[src/rtl/load_memory_decoder_pkg.sv]
// load_memory_decoder_pkg: load type and FSM state encodings shared by the load path.
package load_memory_decoder_pkg;
    typedef enum logic [2:0] {LOAD_B, LOAD_H, LOAD_W, LOAD_BU, LOAD_HU} load_type_t;
    typedef enum logic [1:0] {IDLE, BUS, RESP} state_t;
endpackage

[src/rtl/load_memory_decoder.sv]
// load_memory_decoder: combinational lane select, alignment check and extension of a load word.
module load_memory_decoder
    import load_memory_decoder_pkg::*;
(
    input  logic [2:0]  load_type,
    input  logic [1:0]  offset,
    input  logic [31:0] raw,
    output logic [3:0]  sel,
    output logic [31:0] data,
    output logic        misaligned
);
    logic        is_b;
    logic        is_h;
    logic [15:0] lane;
    always_comb begin
        is_b = load_type == LOAD_B || load_type == LOAD_BU;
        is_h = load_type == LOAD_H || load_type == LOAD_HU;
        // shifting instead of part-selecting keeps offset 3 halves in range
        lane = 16'(raw >> {offset, 3'b000});
        misaligned = is_h ? offset == 2'd3 : !is_b && offset != 2'd0;
        sel = is_b ? 4'b0001 << offset : is_h ? 4'b0011 << offset : 4'b1111;
        data = load_type == LOAD_B  ? {{24{lane[7]}}, lane[7:0]} :
               load_type == LOAD_BU ? {24'b0, lane[7:0]} :
               load_type == LOAD_H  ? {{16{lane[15]}}, lane} :
               load_type == LOAD_HU ? {16'b0, lane} : raw;
    end
endmodule

[src/rtl/load_memory_unit.sv]
// load_memory_unit: sequential Wishbone-classic load path with alignment and bus error reporting.
// Optional bus timeout is enabled by defining LOAD_MEMORY_UNIT_TIMEOUT_EN.
module load_memory_unit
    import load_memory_decoder_pkg::*;
#(
    parameter int TIMEOUT_CYCLES = 256
) (
    input  logic        clk,
    input  logic        reset,
    input  logic        req_valid,
    output logic        req_ready,
    input  logic [2:0]  req_type,
    input  logic [31:0] req_addr,
    output logic        resp_valid,
    output logic [31:0] resp_data,
    output logic        misaligned_exception,
    output logic        access_fault,
    output logic        wb_cyc_o,
    output logic        wb_stb_o,
    output logic [31:0] wb_adr_o,
    output logic [3:0]  wb_sel_o,
    input  logic [31:0] wb_dat_i,
    input  logic        wb_ack_i,
    input  logic        wb_err_i
);
    state_t      state;
    state_t      state_next;
    logic [2:0]  type_q;
    logic [1:0]  off_q;
    logic [3:0]  dec_sel;
    logic [31:0] dec_data;
    logic        dec_mis;
    logic        accept;
    logic        done;
    logic        timeout;

    // one decoder serves both the request check in IDLE and the data decode in BUS
    load_memory_decoder u_dec (
        .load_type  (state == IDLE ? req_type : type_q),
        .offset     (state == IDLE ? req_addr[1:0] : off_q),
        .raw        (wb_dat_i),
        .sel        (dec_sel),
        .data       (dec_data),
        .misaligned (dec_mis)
    );

    assign req_ready  = state == IDLE;
    assign resp_valid = state == RESP;
    assign accept     = req_valid && state == IDLE;
    assign done       = state == BUS && (wb_ack_i || wb_err_i || timeout);

`ifdef LOAD_MEMORY_UNIT_TIMEOUT_EN
    localparam int CW = $clog2(TIMEOUT_CYCLES + 1);
    logic [CW-1:0] cnt;
    always_ff @(posedge clk or posedge reset) begin
        if (reset)
            cnt <= '0;
        else
            cnt <= state == BUS ? cnt + 1'b1 : '0;
    end
    assign timeout = state == BUS && cnt == CW'(TIMEOUT_CYCLES - 1);
`else
    assign timeout = 1'b0;
`endif

    always_ff @(posedge clk or posedge reset) begin
        if (reset)
            state <= IDLE;
        else
            state <= state_next;
    end

    always_comb begin
        state_next = IDLE;
        state_next = state == IDLE ? (accept ? (dec_mis ? RESP : BUS) : IDLE) :
                     state == BUS  ? (done ? RESP : BUS) : IDLE;
    end

    always_ff @(posedge clk or posedge reset) begin
        if (reset) begin
            type_q               <= '0;
            off_q                <= '0;
            wb_cyc_o             <= 1'b0;
            wb_stb_o             <= 1'b0;
            wb_adr_o             <= '0;
            wb_sel_o             <= '0;
            resp_data            <= '0;
            misaligned_exception <= 1'b0;
            access_fault         <= 1'b0;
        end else if (accept) begin
            type_q <= req_type;
            off_q  <= req_addr[1:0];
            if (dec_mis) begin
                misaligned_exception <= 1'b1;
                access_fault         <= 1'b0;
                resp_data            <= '0;
            end else begin
                wb_cyc_o <= 1'b1;
                wb_stb_o <= 1'b1;
                wb_adr_o <= {req_addr[31:2], 2'b00};
                wb_sel_o <= dec_sel;
            end
        end else if (done) begin
            // without ack the termination was err or timeout; err also wins over a same-cycle ack
            wb_cyc_o             <= 1'b0;
            wb_stb_o             <= 1'b0;
            misaligned_exception <= 1'b0;
            access_fault         <= wb_err_i || !wb_ack_i;
            resp_data            <= wb_ack_i && !wb_err_i ? dec_data : '0;
        end
    end
endmodule
[config.mk]
export PLATFORM = sky130hd
export DESIGN_NAME = load_memory_unit
export DESIGN_NICKNAME = d
export VERILOG_FILES = /design/src/rtl/load_memory_decoder_pkg.sv /design/src/rtl/load_memory_decoder.sv /design/src/rtl/load_memory_unit.sv
export SDC_FILE = /design/constraint.sdc
export NUM_CORES = 1
export LEC_CHECK = 0
export ABC_CLOCK_PERIOD_IN_PS = 2900
export BUFFER_PORTS_ARGS = -buffer_cell sky130_fd_sc_hd__buf_4
export CAP_MARGIN = 20
export CORE_MARGIN = 5
export CORE_UTILIZATION = 49
export DETAILED_ROUTE_END_ITERATION = 6
export GPL_TIMING_DRIVEN = 0
export PLACE_DENSITY = 0.9
export RECOVER_POWER = 100
export SLEW_MARGIN = 20
export SYNTH_ARGS = -nofsm -noshare
export SYNTH_HDL_FRONTEND = slang
export SYNTH_SLANG_ARGS = --single-unit
[constraint.sdc]
create_clock -name clk -period 2.9 [get_ports clk]
set_input_delay 0.29 -clock clk [delete_from_list [all_inputs] [get_ports clk]]
set_output_delay 0.29 -clock clk [all_outputs]
set_load 0.02 [all_outputs]
=== Word level (Yosys, flattened, before mapping) ===
Index checks and enable logic that the tools add are counted.

* Eq/ne operators: 8
* Shift operators: 3
* Mux-type cells: 26
* Bitwise gates (word level): 1
* Reduce and logical (&&, ||, !) cells: 18

{| class="wikitable"
|+ Operators by type and width
! cell !! number
|-
| 32-bit 2-to-1 mux || 8
|-
| 32-bit by 5-bit >> shifter with 16-bit output || 1
|-
| 2-bit 2-to-1 mux || 6
|-
| 1-bit 2-to-1 mux || 9
|-
| 4-bit 2-to-1 mux || 2
|-
| 2-bit AND reduction || 3
|-
| 2-bit == test (second input constant) || 2
|-
| 1-bit logical AND || 4
|-
| 1-bit logical OR || 4
|-
| 2-bit inequality test (second input constant) || 2
|-
| 2-bit nonzero test || 2
|-
| 1-bit by 2-bit << shifter with 4-bit output (first input constant) || 1
|-
| 2-bit by 2-bit << shifter with 4-bit output (first input constant) || 1
|-
| 3-bit by 1-bit == test with 1-bit output (second input constant) || 1
|-
| 3-bit by 2-bit == test with 1-bit output (second input constant) || 1
|-
| 3-bit == test (second input constant) || 1
|-
| 1-bit logical NOT || 3
|-
| 3-bit logical NOT || 1
|-
| 3-bit 2-to-1 mux || 1
|-
| 2-bit by 1-bit == test with 1-bit output (second input constant) || 1
|-
| 2-bit logical NOT || 1
|-
| 1-bit inverter || 1
|}

* Flip-flop bits (word level): 76
* Bits of input ports: 72
* Output and inout bits: 74

=== Depth between registers and ports, before layout ===
Gate-level depths: netlist of the first run.

* Depth in word-level cells: 10
* Depth in mapped cells: 10
* Gate-level depth less buffers: 7

=== Cells and area by module ===
From an unflattened synthesis of the first run, not the netlist that was laid out.

* Cell total of the unflattened synthesis: 371
* Area total of the unflattened synthesis: 4121.5 um^2

{| class="wikitable"
|+ By module, submodules not included
! module !! instances !! cells an instance !! area an instance (um^2) !! sequential area each (um^2)
|-
| load_memory_unit || 1 || 220 || 3240.6 || 1901.8
|-
| load_memory_decoder || 1 || 151 || 880.8 || 0.0
|}

=== Worst setup path before layout of the first run ===
No wires, ideal clock.

* Kind: register to register
* From: reg state[0]
* To: reg wb_adr_o[13]
* Arrival: 2.171 ns
* Path slack: 0.604 ns
* Cell stages (with the launch flop): 8
* Path buffers: 1
* Period minus slack after synthesis: 2.296 ns
* Cell sequence: dfrtp_1 or2_1 inv_2 mux2i_1 a2bb2oi_1 o31ai_4 buf_6 mux2_2

* Word-level cells in the longest chain between the ends: 9
* Elaborated cells between the ends (all ways): 17

{| class="wikitable"
|+ Ends and longest elaborated chain
! what !! line !! source
|-
| start, declared || load_memory_unit.sv:26 || <nowiki>state_t state;</nowiki>
|-
| start signal, assigned || load_memory_unit.sv:70 || <nowiki>state <= state_next;</nowiki>
|-
| 2-bit logical NOT * || n/a ||
|-
| net req_ready || load_memory_unit.sv:11 || <nowiki>output logic req_ready,</nowiki>
|-
| 3-bit 2-to-1 mux || load_memory_unit.sv:39 || <nowiki>.load_type (state == IDLE ? req_type : type_q),</nowiki>
|-
| 3-bit by 2-bit == test with 1-bit output or 3-bit logical NOT (tied branches) || load_memory_decoder.sv:16 || <nowiki>is_b = load_type == LOAD_B || load_type == LOAD_BU;</nowiki>
|-
| 1-bit logical OR || load_memory_decoder.sv:16 ||
|-
| 1-bit logical NOT || load_memory_decoder.sv:20 || <nowiki>misaligned = is_h ? offset == 2'd3 : !is_b && offset != 2'd0;</nowiki>
|-
| 1-bit logical AND || load_memory_decoder.sv:20 ||
|-
| 1-bit 2-to-1 mux || load_memory_decoder.sv:20 ||
|-
| 1-bit inverter (no source line) || n/a ||
|-
| 2-bit AND reduction (no source line) * || n/a ||
|-
| end signal, assigned || load_memory_unit.sv:100 || <nowiki>wb_adr_o <= {req_addr[31:2], 2'b00};</nowiki>
|-
| end, declared || load_memory_unit.sv:20 || <nowiki>output logic [31:0] wb_adr_o,</nowiki>
|}

Mark *: on every way through the listed nets, which the timed path passes. The rest lies on a longest branch.
A chain may end at the register's enable or synchronous reset.

=== Worst setup path in the final report of the first run ===
* From: reg state[0]
* To: reg resp_data[5]

* Word-level cells in the longest chain between the ends: 10
* Elaborated cells between the ends (all ways): 28

{| class="wikitable"
|+ Ends and longest elaborated chain
! what !! line !! source
|-
| 2-bit logical NOT || load_memory_unit.sv:39, load_memory_unit.sv:40, load_memory_unit.sv:49 ||
|-
| 2-bit 2-to-1 mux or 3-bit 2-to-1 mux (tied branches) || load_memory_unit.sv:40, load_memory_unit.sv:39 ||
|-
| 32-bit by 5-bit >> shifter with 16-bit output or 3-bit == test (tied branches) || load_memory_decoder.sv:19, load_memory_decoder.sv:17, load_memory_decoder.sv:25 ||
|-
| 32-bit 2-to-1 mux || load_memory_decoder.sv:25 || <nowiki>load_type == LOAD_HU ? {16'b0, lane} : raw;</nowiki>
|-
| 32-bit 2-to-1 mux || load_memory_decoder.sv:24 || <nowiki>load_type == LOAD_H ? {{16{lane[15]}}, lane} :</nowiki>
|-
| 32-bit 2-to-1 mux || load_memory_decoder.sv:23 || <nowiki>load_type == LOAD_BU ? {24'b0, lane[7:0]} :</nowiki>
|-
| 32-bit 2-to-1 mux || load_memory_decoder.sv:22 || <nowiki>data = load_type == LOAD_B ? {{24{lane[7]}}, lane[7:0]} :</nowiki>
|-
| 32-bit 2-to-1 mux || load_memory_unit.sv:109 || <nowiki>resp_data <= wb_ack_i && !wb_err_i ? dec_data : '0;</nowiki>
|-
| 32-bit 2-to-1 mux || load_memory_unit.sv:103 || <nowiki>end else if (done) begin</nowiki>
|-
| 32-bit 2-to-1 mux || load_memory_unit.sv:90 || <nowiki>end else if (accept) begin</nowiki>
|-
| end signal, assigned || load_memory_unit.sv:109 ||
|-
| end, declared || load_memory_unit.sv:15 || <nowiki>output logic [31:0] resp_data,</nowiki>
|}

Several ways; a longest one is shown, not always the timed one. The select of a mux whose other input is x is not followed.

==> run summary, run 1 <==
CP arrival -> 2950 ps
critical path class -> reg2reg
Die Span Y -> 97.7 um
Post-Place Cells -> 590
mux contribution to synthesized area -> 11.0%
post-route ant nets -> 0
Util after Layout -> 64.8%
final wirelength -> 11.4 mm
worst r2r src -> state[0]
synthesized area -> 3770 sq um
full die area -> 9550 sq um
initial antenna violation count -> 0
Primary FF master, synth -> dfrtp_1
max-cap viol count -> 0
I/O pins -> 146
Synth Instances -> 343
HP Class -> in2reg
post-synthesis cell type count -> 51
Post-DP HPWL -> 8.62 mm
area leader, netlist -> dfrtp_1
reg-to-reg critical path endpoint -> resp_data[5]
pin count of the biggest net entering global routing -> 53
post-synthesis adder-cell area fraction -> 0.663%
pwr/cell area -> 1150 nW/um^2
Clk pin slew, worst setup/hold paths -> 80 ps
async set-or-reset flop fraction in the synthesized netlist -> 100%
Final Non-Filler Cells -> 606
Yosys reg bits -> 76
Fin Clk Skew -> 6.78 ps
CTS Buf Count -> 9
Crit. End Element -> flop
FP Rows -> 32
WP data required -> 3170 ps
layout cells sized above 1 -> 28.0%
Final #Nets -> 574
Hold Path Stages -> 2
max-slew violations -> 0
vias in the first global route -> 3784
Hold Buf Count CTS -> 1
detailed-route DRC error count -> 0
vias per cell -> 5.78
leakage -> 0.00216 uW
largest family of logic cells by synthesized area -> compound AO/OA/AOI/OAI gates
Wirelength per Cell -> 18.8 um
htree depth -> 3
worst skew pair latency -> 350 ps
GRT overflow -> 0
fillers -> 677
synthesis-to-layout area growth -> 30.7%
status -> complete, no violations
n_diodes -> 0
top post-synthesis cells by area -> dfrtp_1, mux2_2, o2bb2ai_1
Synthesis Warnings -> 0
GPL Wtd Cong -> 0.944
xor and xnor area share after synthesis -> 0%
number of port buffers -> 143
Root Buffer -> clkbuf_8
CORE AREA -> 7610 sq um
Setup violations, final -> 0
crit path time final -> 2680 ps
Tightest Pin Transition -> 1130 ps
most common cell after layout, fill and taps aside -> clkbuf_1
Slew headroom -> 24.6%
Resize count post-CTS -> 0
Min-Delay Endpoint -> wb_adr_o[24]
Peak VDD IR -> 0.000432 V
Starting Density -> 49.6%
RSZ-0062 raised after global routing -> false
first-pass GRT wire length -> 19.0 mm
via count -> 3504
Setup Buffers After CTS -> 0
gr usage total -> 24.4%
Die X-Extent -> 97.7 um
maximum clock frequency -> 373 MHz
register area share after synthesis -> 50.4%
DR iter-0 viols -> 249
most frequent cells in the layout -> clkbuf_1, buf_4, dfrtp_1
Fin. Hold Viols -> 0
reg2reg path depth -> 8
R2R Setup Slk -> 220 ps
area share of the largest cell type after synthesis -> 50.4%
Synth Area in Simple Gates -> 9.92%
worst hold start -> req_addr[24]
Final period util -> 92.4%
Synth Area in Compound Gates -> 23.4%
Syn Area/Cell -> 11.0 sq um
CTS tree -> yes
CP Max Fanout -> 10
Max clock buf depth -> 2
Post-synth EDFFs -> 0
Setup crit start kind -> flop
TritonCTS Sinks -> 76
DR pass1 iterations -> 5
## kinds of logic after synthesis
logic type               Yosys count
AO/OA/AOI/OAI                    125
flip-flops                        76
AND/OR/NAND/NOR                   74
multiplexers                      37
buffers and inverters             28
adder cells (fa/ha/maj)            2
other                              1
## metrics by stage
| step | cell area, sq um | hold WS [ps] | TNS [ps] | total power (uW) | worst slack, ps |
|---|---|---|---|---|---|
| 6_report | 4930 | 158 | 0 | 5660 | 220 |
| 5_1_grt | 4930 | 151 | 0 | 6040 | 85.0 |
| 4_1_cts | 5210 | 153 | 0 | 6070 | 298 |
| 3_5_place_dp | 5010 | 287 | 0 | 5260 | 303 |
| 3_3_place_gp | 4980 | 468 | -9530 | 5130 | -129 |
| 2_1_floorplan | 3780 | 386 | 0 | 3930 | 604 |
## metal layers
metal	share of wire, %	global-route usage (%)	vias up	routed length, um
li1	-	-	1584	-
met1	39	30.4	1689	4470
met2	50	40.7	192	5660
met3	7.6	6.00	39	866
met4	3.4	10.2	0	389
met5	0	0	-	0
## how the worst max path moves through the flow
stage / startpoint / to / slack [ps] / depth (start not counted)
floorplan: state[0] / wb_adr_o[13] / 600 / 7
global placement: reset / resp_data[25] / -130 / 2
global route: state[0] / resp_data[2] / 80 / 8
finish: state[0] / resp_data[5] / 220 / 8
CTS: state[0] / resp_data[5] / 300 / 8
detailed placement: req_type[2] / resp_data[2] / 300 / 9
## cell type report
type	instances	area (sq um)	share of cell area, %
repair buffers	145	845	17.1
well taps	102	128	2.59
clock inverters	5	61.3	1.24
plain buffers	23	141	2.87
flip-flops and latches	76	1900	38.6
multi-input cells	240	1710	34.6
inverters	5	20.0	0.406
clock buffers	10	128	2.59
## power by group
group | switching [uW] | leakage, uW | total [uW] | internal [uW]
combinational | 1960 | 0.00110 | 3020 | 1060
sequential | 299 | 0.000961 | 1850 | 1550
clock | 399 | 0.0000967 | 797 | 398
total | 2660 | 0.00216 | 5660 | 3010
## synthesized netlist by cell type (3+ instances only)
| cell | count |
|---|---|
| a211oi_1 | 11 |
| a21oi_1 | 19 |
| a32o_1 | 6 |
| and2_1 | 3 |
| buf_2 | 5 |
| buf_4 | 7 |
| buf_6 | 4 |
| clkbuf_1 | 6 |
| dfrtp_1 | 76 |
| inv_2 | 3 |
| mux2_1 | 7 |
| mux2_2 | 27 |
| nand2_1 | 17 |
| nand2b_1 | 8 |
| nand3_1 | 5 |
| nor2_1 | 22 |
| nor2b_1 | 3 |
| o21a_1 | 3 |
| o21ai_0 | 40 |
| o2bb2ai_1 | 26 |
| or3_1 | 7 |
## critical path, cell delays in order (launching register included)
cell and delay, ps:
dfrtp_1 410, or4b_1 500, o21ai_0 140, buf_4 230
nor2_1 70, clkbuf_1 280, nor2b_1 620, o21ai_0 190
o2bb2ai_1 170
## registers in the layout, summed over array words and instances (netlist names)
signal                cells
wb_adr_o                 30
misaligned_exception      1
off_q                     2
wb_sel_o                  4
type_q                    3
state                     2
resp_data                32
access_fault              1
wb_stb_o                  1
Note: power is estimated with default switching activity, not from simulation.
==> run 2: changes to the inputs <==
--- a/config.mk
+++ b/config.mk
@@ -5,7 +5,7 @@
 export SDC_FILE = /design/constraint.sdc
 export NUM_CORES = 1
 export LEC_CHECK = 0
-export ABC_CLOCK_PERIOD_IN_PS = 2900
+export ABC_CLOCK_PERIOD_IN_PS = 2500
 export BUFFER_PORTS_ARGS = -buffer_cell sky130_fd_sc_hd__buf_4
 export CAP_MARGIN = 20
 export CORE_MARGIN = 5
==> constraint.sdc (replaced) <==
create_clock -name clk -period 2.5 [get_ports clk]
set_input_delay 0.25 -clock clk [delete_from_list [all_inputs] [get_ports clk]]
set_output_delay 0.25 -clock clk [all_outputs]
set_load 0.02 [all_outputs]
==> run 2 against run 1 <==
Effect of this change:
- first-iteration DRC count decreased by 8.0%
- setup slack worse by 120 ps
- sequential share of layout area shrank 0.29 points
- die area is the same
- largest cell class unchanged
==> run summary, run 2 (synthesized netlist as in run 1, its figures left out) <==
Wirelength per Cell -> 19.0 um (was 18.8 um)
first-pass GRT wire length -> 18.9 mm (was 19.0 mm)
reg2reg path depth -> 7 (was 8)
Post-Layout Inst Area -> 4970 sq um (was 4930 sq um)
max-slew violations -> 0 (unchanged)
Die Span Y -> 97.7 um (unchanged)
number of port buffers -> 143 (unchanged)
crit path time final -> 2400 ps (was 2680 ps)
Util after Layout -> 65.3% (was 64.8%)
CTS Buf Count -> 9 (unchanged)
gr usage total -> 24.4% (about the same)
DR iter-0 viols -> 229 (was 249)
post-route ant nets -> 0 (unchanged)
Clk pin slew, worst setup/hold paths -> 80 ps (about the same)
critical path class -> reg2reg (unchanged)
Setup violations, final -> 0 (unchanged)
R2R Setup Slk -> 100 ps (was 220 ps)
Placed Area -> 5010 sq um (unchanged)
Regs by FF count -> resp_data x32, wb_adr_o x30, wb_sel_o x4 (unchanged)
detailed-route DRC error count -> 0 (unchanged)
max-cap viol count -> 0 (unchanged)
layout cells sized above 1 -> 29.9% (was 28.0%)
reg-to-reg critical path endpoint -> resp_data[15] (was resp_data[5])
Critical path destination -> resp_data[15] (was resp_data[5])
Tightest Pin Transition -> 1040 ps (was 1130 ps)
most frequent cells in the layout -> buf_4, clkbuf_1, dfrtp_1 (was clkbuf_1, buf_4, dfrtp_1)
Max clock buf depth -> 2 (unchanged)
full die area -> 9550 sq um (unchanged)
Final period util -> 96.1% (was 92.4%)
I/O pins -> 146 (unchanged)
HP Class -> in2reg (unchanged)
Tot Pwr -> 6670 uW (was 5660 uW)
GPL Wtd Cong -> 0.944 (unchanged)
via count -> 3511 (was 3504)
CORE AREA -> 7610 sq um (unchanged)
Crit. End Element -> flop (unchanged)
leakage -> 0.00218 uW (was 0.00216 uW)
worst r2r src -> state[0] (unchanged)
crit path launch -> state[0] (unchanged)
Final #Nets -> 575 (was 574)
DR pass1 iterations -> 5 (unchanged)
status -> complete, no violations (unchanged)
final wirelength -> 11.5 mm (was 11.4 mm)
max reg flops -> 32 (unchanged)
TritonCTS Sinks -> 76 (unchanged)
pin count of the biggest net entering global routing -> 53 (unchanged)
CP arrival -> 2630 ps (was 2950 ps)
largest register by flop count -> resp_data (unchanged)
CTS tree -> yes (unchanged)
Post-DP HPWL -> 8.62 mm (unchanged)
Slew headroom -> 30.1% (was 24.6%)
Setup crit start kind -> flop (unchanged)
worst skew pair latency -> 350 ps (about the same)
pwr/cell area -> 1340 nW/um^2 (was 1150 nW/um^2)
synthesis-to-layout area growth -> 31.7% (was 30.7%)
WHS -> 118 ps (was 158 ps)
htree depth -> 3 (unchanged)
GRT overflow -> 0 (unchanged)
Peak VDD IR -> 0.000506 V (was 0.000432 V)
CP Max Fanout -> 9 (was 10)
Fin. Hold Viols -> 0 (unchanged)
FP Rows -> 32 (unchanged)
RSZ-0062 raised after global routing -> false (unchanged)
vias in the first global route -> 3782 (was 3784)
WP data required -> 2730 ps (was 3170 ps)
Die X-Extent -> 97.7 um (unchanged)
Root Buffer -> clkbuf_8 (unchanged)
initial antenna violation count -> 0 (unchanged)
maximum clock frequency -> 416 MHz (was 373 MHz)
vias per cell -> 5.78 (about the same)
Starting Density -> 49.6% (unchanged)
most common cell after layout, fill and taps aside -> buf_4 (was clkbuf_1)
Setup TNS -> 0 ps (unchanged)
n_diodes -> 0 (unchanged)
Fin Clk Skew -> 6.92 ps (was 6.78 ps)
-- run 2: cell count changes in the layout (fill, tap and decap cells not counted), moves of 2 or more --
cell / previous run / this run
o21ai_0: 42 / 40
clkbuf_1: 81 / 77
buf_4: 76 / 79
buf_2: 3 / 5
mux2i_4: 0 / 2
-- run 2: area by class of cell --
class                      count  area (sq um)
timing repair buffer         146           832
buffer                        23           151
multi-input combinational    240          1740
clock buffer                  10           128
sequential                    76          1900
tap                          102           128
fill                         669          2640
clock inverter                 5          61.3
inverter                       5          22.5
-- run 2: worst max-delay path: stages (launching register included) --
cell      delay (ps)
dfrtp_1          410
or2_0            290
inv_4            180
mux2i_4          340
nand2_1          170
o311ai_4         520
a211oi_1         110
a211o_1          250
-- run 2: repair_timing --
| action | CTS | global route |
|---|---|---|
| endpoints found under the hold margin | 24 | 0 |
| hold buffers | 1 | 0 |
| buffers inserted | 0 | 1 |
| resized for setup | 3 | 8 |
| setup endpoints to repair | 39 | 61 |
| pin swaps | 0 | 1 |
| gates cloned | 0 | 0 |
-- run 2: worst min-delay path by stage --
stage	startpoint	end	slack (ps)	cells after the start
detailed placement	reset	wb_adr_o[28]	250	2
global route	req_addr[28]	wb_adr_o[28]	110	2
global placement	wb_err_i	state[0]	460	2
floorplan	wb_err_i	state[0]	350	1
CTS	req_addr[28]	wb_adr_o[28]	110	2
finish	wb_err_i	state[0]	120	2
-- run 2: report_power, final --
part	internal [uW]	total [uW]	switching (uW)
combinational	1280	3590	2310
sequential	1800	2150	354
clock	462	925	463
total	3540	6670	3130
-- run 2: layer usage --
metal	track usage, %	vias to the layer above	wire [um]
li1	-	1586	-
met1	30.2	1701	4400
met2	40.5	190	5840
met3	6.00	34	939
met4	10.8	0	341
met5	0	-	0
-- run 2: stage by stage --
stage | instances | setup slack [ps]
global route | 607 | 18.9
floorplan | 344 | 204
global placement | 589 | -489
CTS | 606 | 3.66
finish | 607 | 96.4
detailed placement | 590 | -77.4
==> run 3: changes to the inputs <==
--- a/config.mk
+++ b/config.mk
@@ -5,14 +5,14 @@
 export SDC_FILE = /design/constraint.sdc
 export NUM_CORES = 1
 export LEC_CHECK = 0
-export ABC_CLOCK_PERIOD_IN_PS = 2500
+export ABC_CLOCK_PERIOD_IN_PS = 2200
 export BUFFER_PORTS_ARGS = -buffer_cell sky130_fd_sc_hd__buf_4
 export CAP_MARGIN = 20
 export CORE_MARGIN = 5
-export CORE_UTILIZATION = 49
+export CORE_UTILIZATION = 44
 export DETAILED_ROUTE_END_ITERATION = 6
 export GPL_TIMING_DRIVEN = 0
-export PLACE_DENSITY = 0.9
+export PLACE_DENSITY = 0.86
 export RECOVER_POWER = 100
 export SLEW_MARGIN = 20
 export SYNTH_ARGS = -nofsm -noshare
==> constraint.sdc (replaced) <==
create_clock -name clk -period 2.2 [get_ports clk]
set_input_delay 0.22 -clock clk [delete_from_list [all_inputs] [get_ports clk]]
set_output_delay 0.22 -clock clk [all_outputs]
set_load 0.005 [all_outputs]
==> run 3 against run 2 <==
Effect of this change:
- the flow now finishes with violations (negative setup slack)
- flip-flop and latch count stayed put
- combinational power is 23% higher
- register-to-register slack worse by 160 ps
- maximum frequency is 6.0% higher
- wire length is 10% higher
- total power is 21% higher
- critical path type unchanged
==> run summary, run 3 (synthesized netlist as in run 1, its figures left out) <==
crit path time final -> 2270 ps (was 2400 ps)
first-pass GRT wire length -> 18.5 mm (was 18.9 mm)
post-route ant nets -> 0 (unchanged)
Tightest Pin Transition -> 1330 ps (was 1040 ps)
Die Span Y -> 103 um (was 97.7 um)
max-slew violations -> 0 (unchanged)
Setup crit start kind -> flop (unchanged)
FP Rows -> 33 (was 32)
layout cells sized above 1 -> 47.4% (was 29.9%)
TritonCTS Sinks -> 76 (unchanged)
Final Non-Filler Cells -> 630 (was 607)
Slew headroom -> 11.1% (was 30.1%)
largest register by flop count -> resp_data (unchanged)
n_diodes -> 0 (unchanged)
number of port buffers -> 143 (unchanged)
detailed-route DRC error count -> 0 (unchanged)
critical path class -> reg2reg (unchanged)
pin count of the biggest net entering global routing -> 42 (was 53)
Regs by FF count -> resp_data x32, wb_adr_o x30, wb_sel_o x4 (unchanged)
max-cap viol count -> 0 (unchanged)
Tot Pwr -> 8070 uW (was 6670 uW)
Seq. cell area -> 1900 sq um (unchanged)
pwr/cell area -> 1440 nW/um^2 (was 1340 nW/um^2)
synthesis-to-layout area growth -> 48.2% (was 31.7%)
I/O pins -> 146 (unchanged)
Final Worst Setup Slack -> -68.2 ps (was 96.4 ps)
vias in the first global route -> 3730 (was 3782)
HP Class -> in2reg (unchanged)
Post-Place Cells -> 593 (was 590)
CTS tree -> yes (unchanged)
GRT overflow -> 0 (unchanged)
Setup violations, final -> 39 (was 0)
final wirelength -> 12.7 mm (was 11.5 mm)
status -> finished, violations left (was complete, no violations)
initial antenna violation count -> 0 (unchanged)
via count -> 3718 (was 3511)
GPL Wtd Cong -> 0.929 (was 0.944)
Post-DP HPWL -> 8.63 mm (was 8.62 mm)
Crit. End Element -> flop (unchanged)
Fin Clk Skew -> 9.16 ps (was 6.92 ps)
Max clock buf depth -> 2 (unchanged)
max reg flops -> 32 (unchanged)
maximum clock frequency -> 441 MHz (was 416 MHz)
WP data required -> 2440 ps (was 2730 ps)
worst skew pair latency -> 350 ps (about the same)
RSZ-0062 raised after global routing -> true (was false)
CORE AREA -> 8300 sq um (was 7610 sq um)
htree depth -> 3 (unchanged)
failing checks -> negative setup slack
most frequent cells in the layout -> buf_4, dfrtp_1, clkbuf_4 (was buf_4, clkbuf_1, dfrtp_1)
Final #Nets -> 594 (was 575)
gr usage total -> 22.8% (was 24.4%)
full die area -> 10500 sq um (was 9550 sq um)
Root Buffer -> clkbuf_8 (unchanged)
fillers -> 628 (was 669)
Fin. Hold Viols -> 0 (unchanged)
most common cell after layout, fill and taps aside -> buf_4 (unchanged)
Setup TNS -> -1830 ps (was 0 ps)
vias per cell -> 5.90 (was 5.78)
Wirelength per Cell -> 20.2 um (was 19.0 um)
CP Max Fanout -> 10 (was 9)
Peak VDD IR -> 0.000762 V (was 0.000506 V)
Post-Layout Inst Area -> 5590 sq um (was 4970 sq um)
multi-input logic area -> 1870 sq um (was 1740 sq um)
Clk pin slew, worst setup/hold paths -> 90 ps (was 80 ps)
Placed Area -> 5010 sq um (unchanged)
DR iter-0 viols -> 432 (was 229)
CP arrival -> 2500 ps (was 2630 ps)
CTS Buf Count -> 9 (unchanged)
DR pass1 iterations -> 6 (was 5)
leakage -> 0.00257 uW (was 0.00218 uW)
Die X-Extent -> 103 um (was 97.7 um)
Final period util -> 103% (was 96.1%)
Starting Density -> 45.5% (was 49.6%)
run 3: cell count changes in the layout (fill, tap and decap cells not counted), sizes merged:
cell,before,now
buf,88,110
clkinv,3,1
inv,5,6
clkbuf,90,88
bufinv,1,2
run 3: power by group:
part	internal [uW]	switching, uW	leakage [uW]
combinational	2220	2190	0.00151
clock	646	540	0.000104
sequential	2040	422	0.000961
total	4910	3160	0.00257
run 3: layout make-up:
class	count	area share, %
sequential	76	34.0
clock buffer	11	2.35
multi-input combinational	240	33.4
clock inverter	5	1.52
timing repair buffer	166	22.0
tap	105	2.35
buffer	22	3.74
inverter	5	0.560
run 3: path summary, 6_finish.rpt:
path	cells after the start	end	slack, ps	from
worst min register to register	1	wb_adr_o[28]	500	wb_adr_o[28]
worst min-delay path	2	wb_adr_o[20]	70	req_addr[20]
worst max register to register	9	wb_adr_o[10]	-70	state[1]
max in group asynchronous	4	state[0]	380	reset
min in group asynchronous	3	wb_adr_o[17]	820	reset
worst max-delay path	9	wb_adr_o[10]	-70	state[1]
run 3: critical path, stage by stage, from the launching register on:
cell and delay, ps:
dfrtp_1 440, or2_4 190, inv_8 50, buf_6 120, o31a_1 290, a2bb2oi_2 210, o31ai_4 220, buf_12 170
buf_12 130, mux2_2 330
run 3: metal layers:
layer / track usage [%] / up-vias / part of all wire, %
met2: 36.8 / 238 / 49
met3: 6.63 / 74 / 9.0
met5: 0 / - / 0
li1: - / 1628 / -
met1: 27.8 / 1778 / 37
met4: 11.6 / 0 / 5.0
run 3: metrics by stage:
stage                     util [%]  hold slack, ps  setup slack, ps
after floorplan                  -             316             5.31
after global placement        60.1             432             -776
after detailed placement      60.3             275             -429
after CTS                     65.5            59.1            -34.7
after global routing          67.3            58.1             -115
final                         67.3            72.9            -68.2
run 3: repair_timing:
| action | 4_1_cts | 5_1_grt |
|---|---|---|
| cloned | 0 | 2 |
| setup endpoints to repair | 70 | 67 |
| hold buffers | 1 | 0 |
| pin swaps | 3 | 3 |
| resized for setup | 34 | 39 |
| endpoints found under the hold margin | 35 | 0 |
| buffers inserted | 10 | 10 |
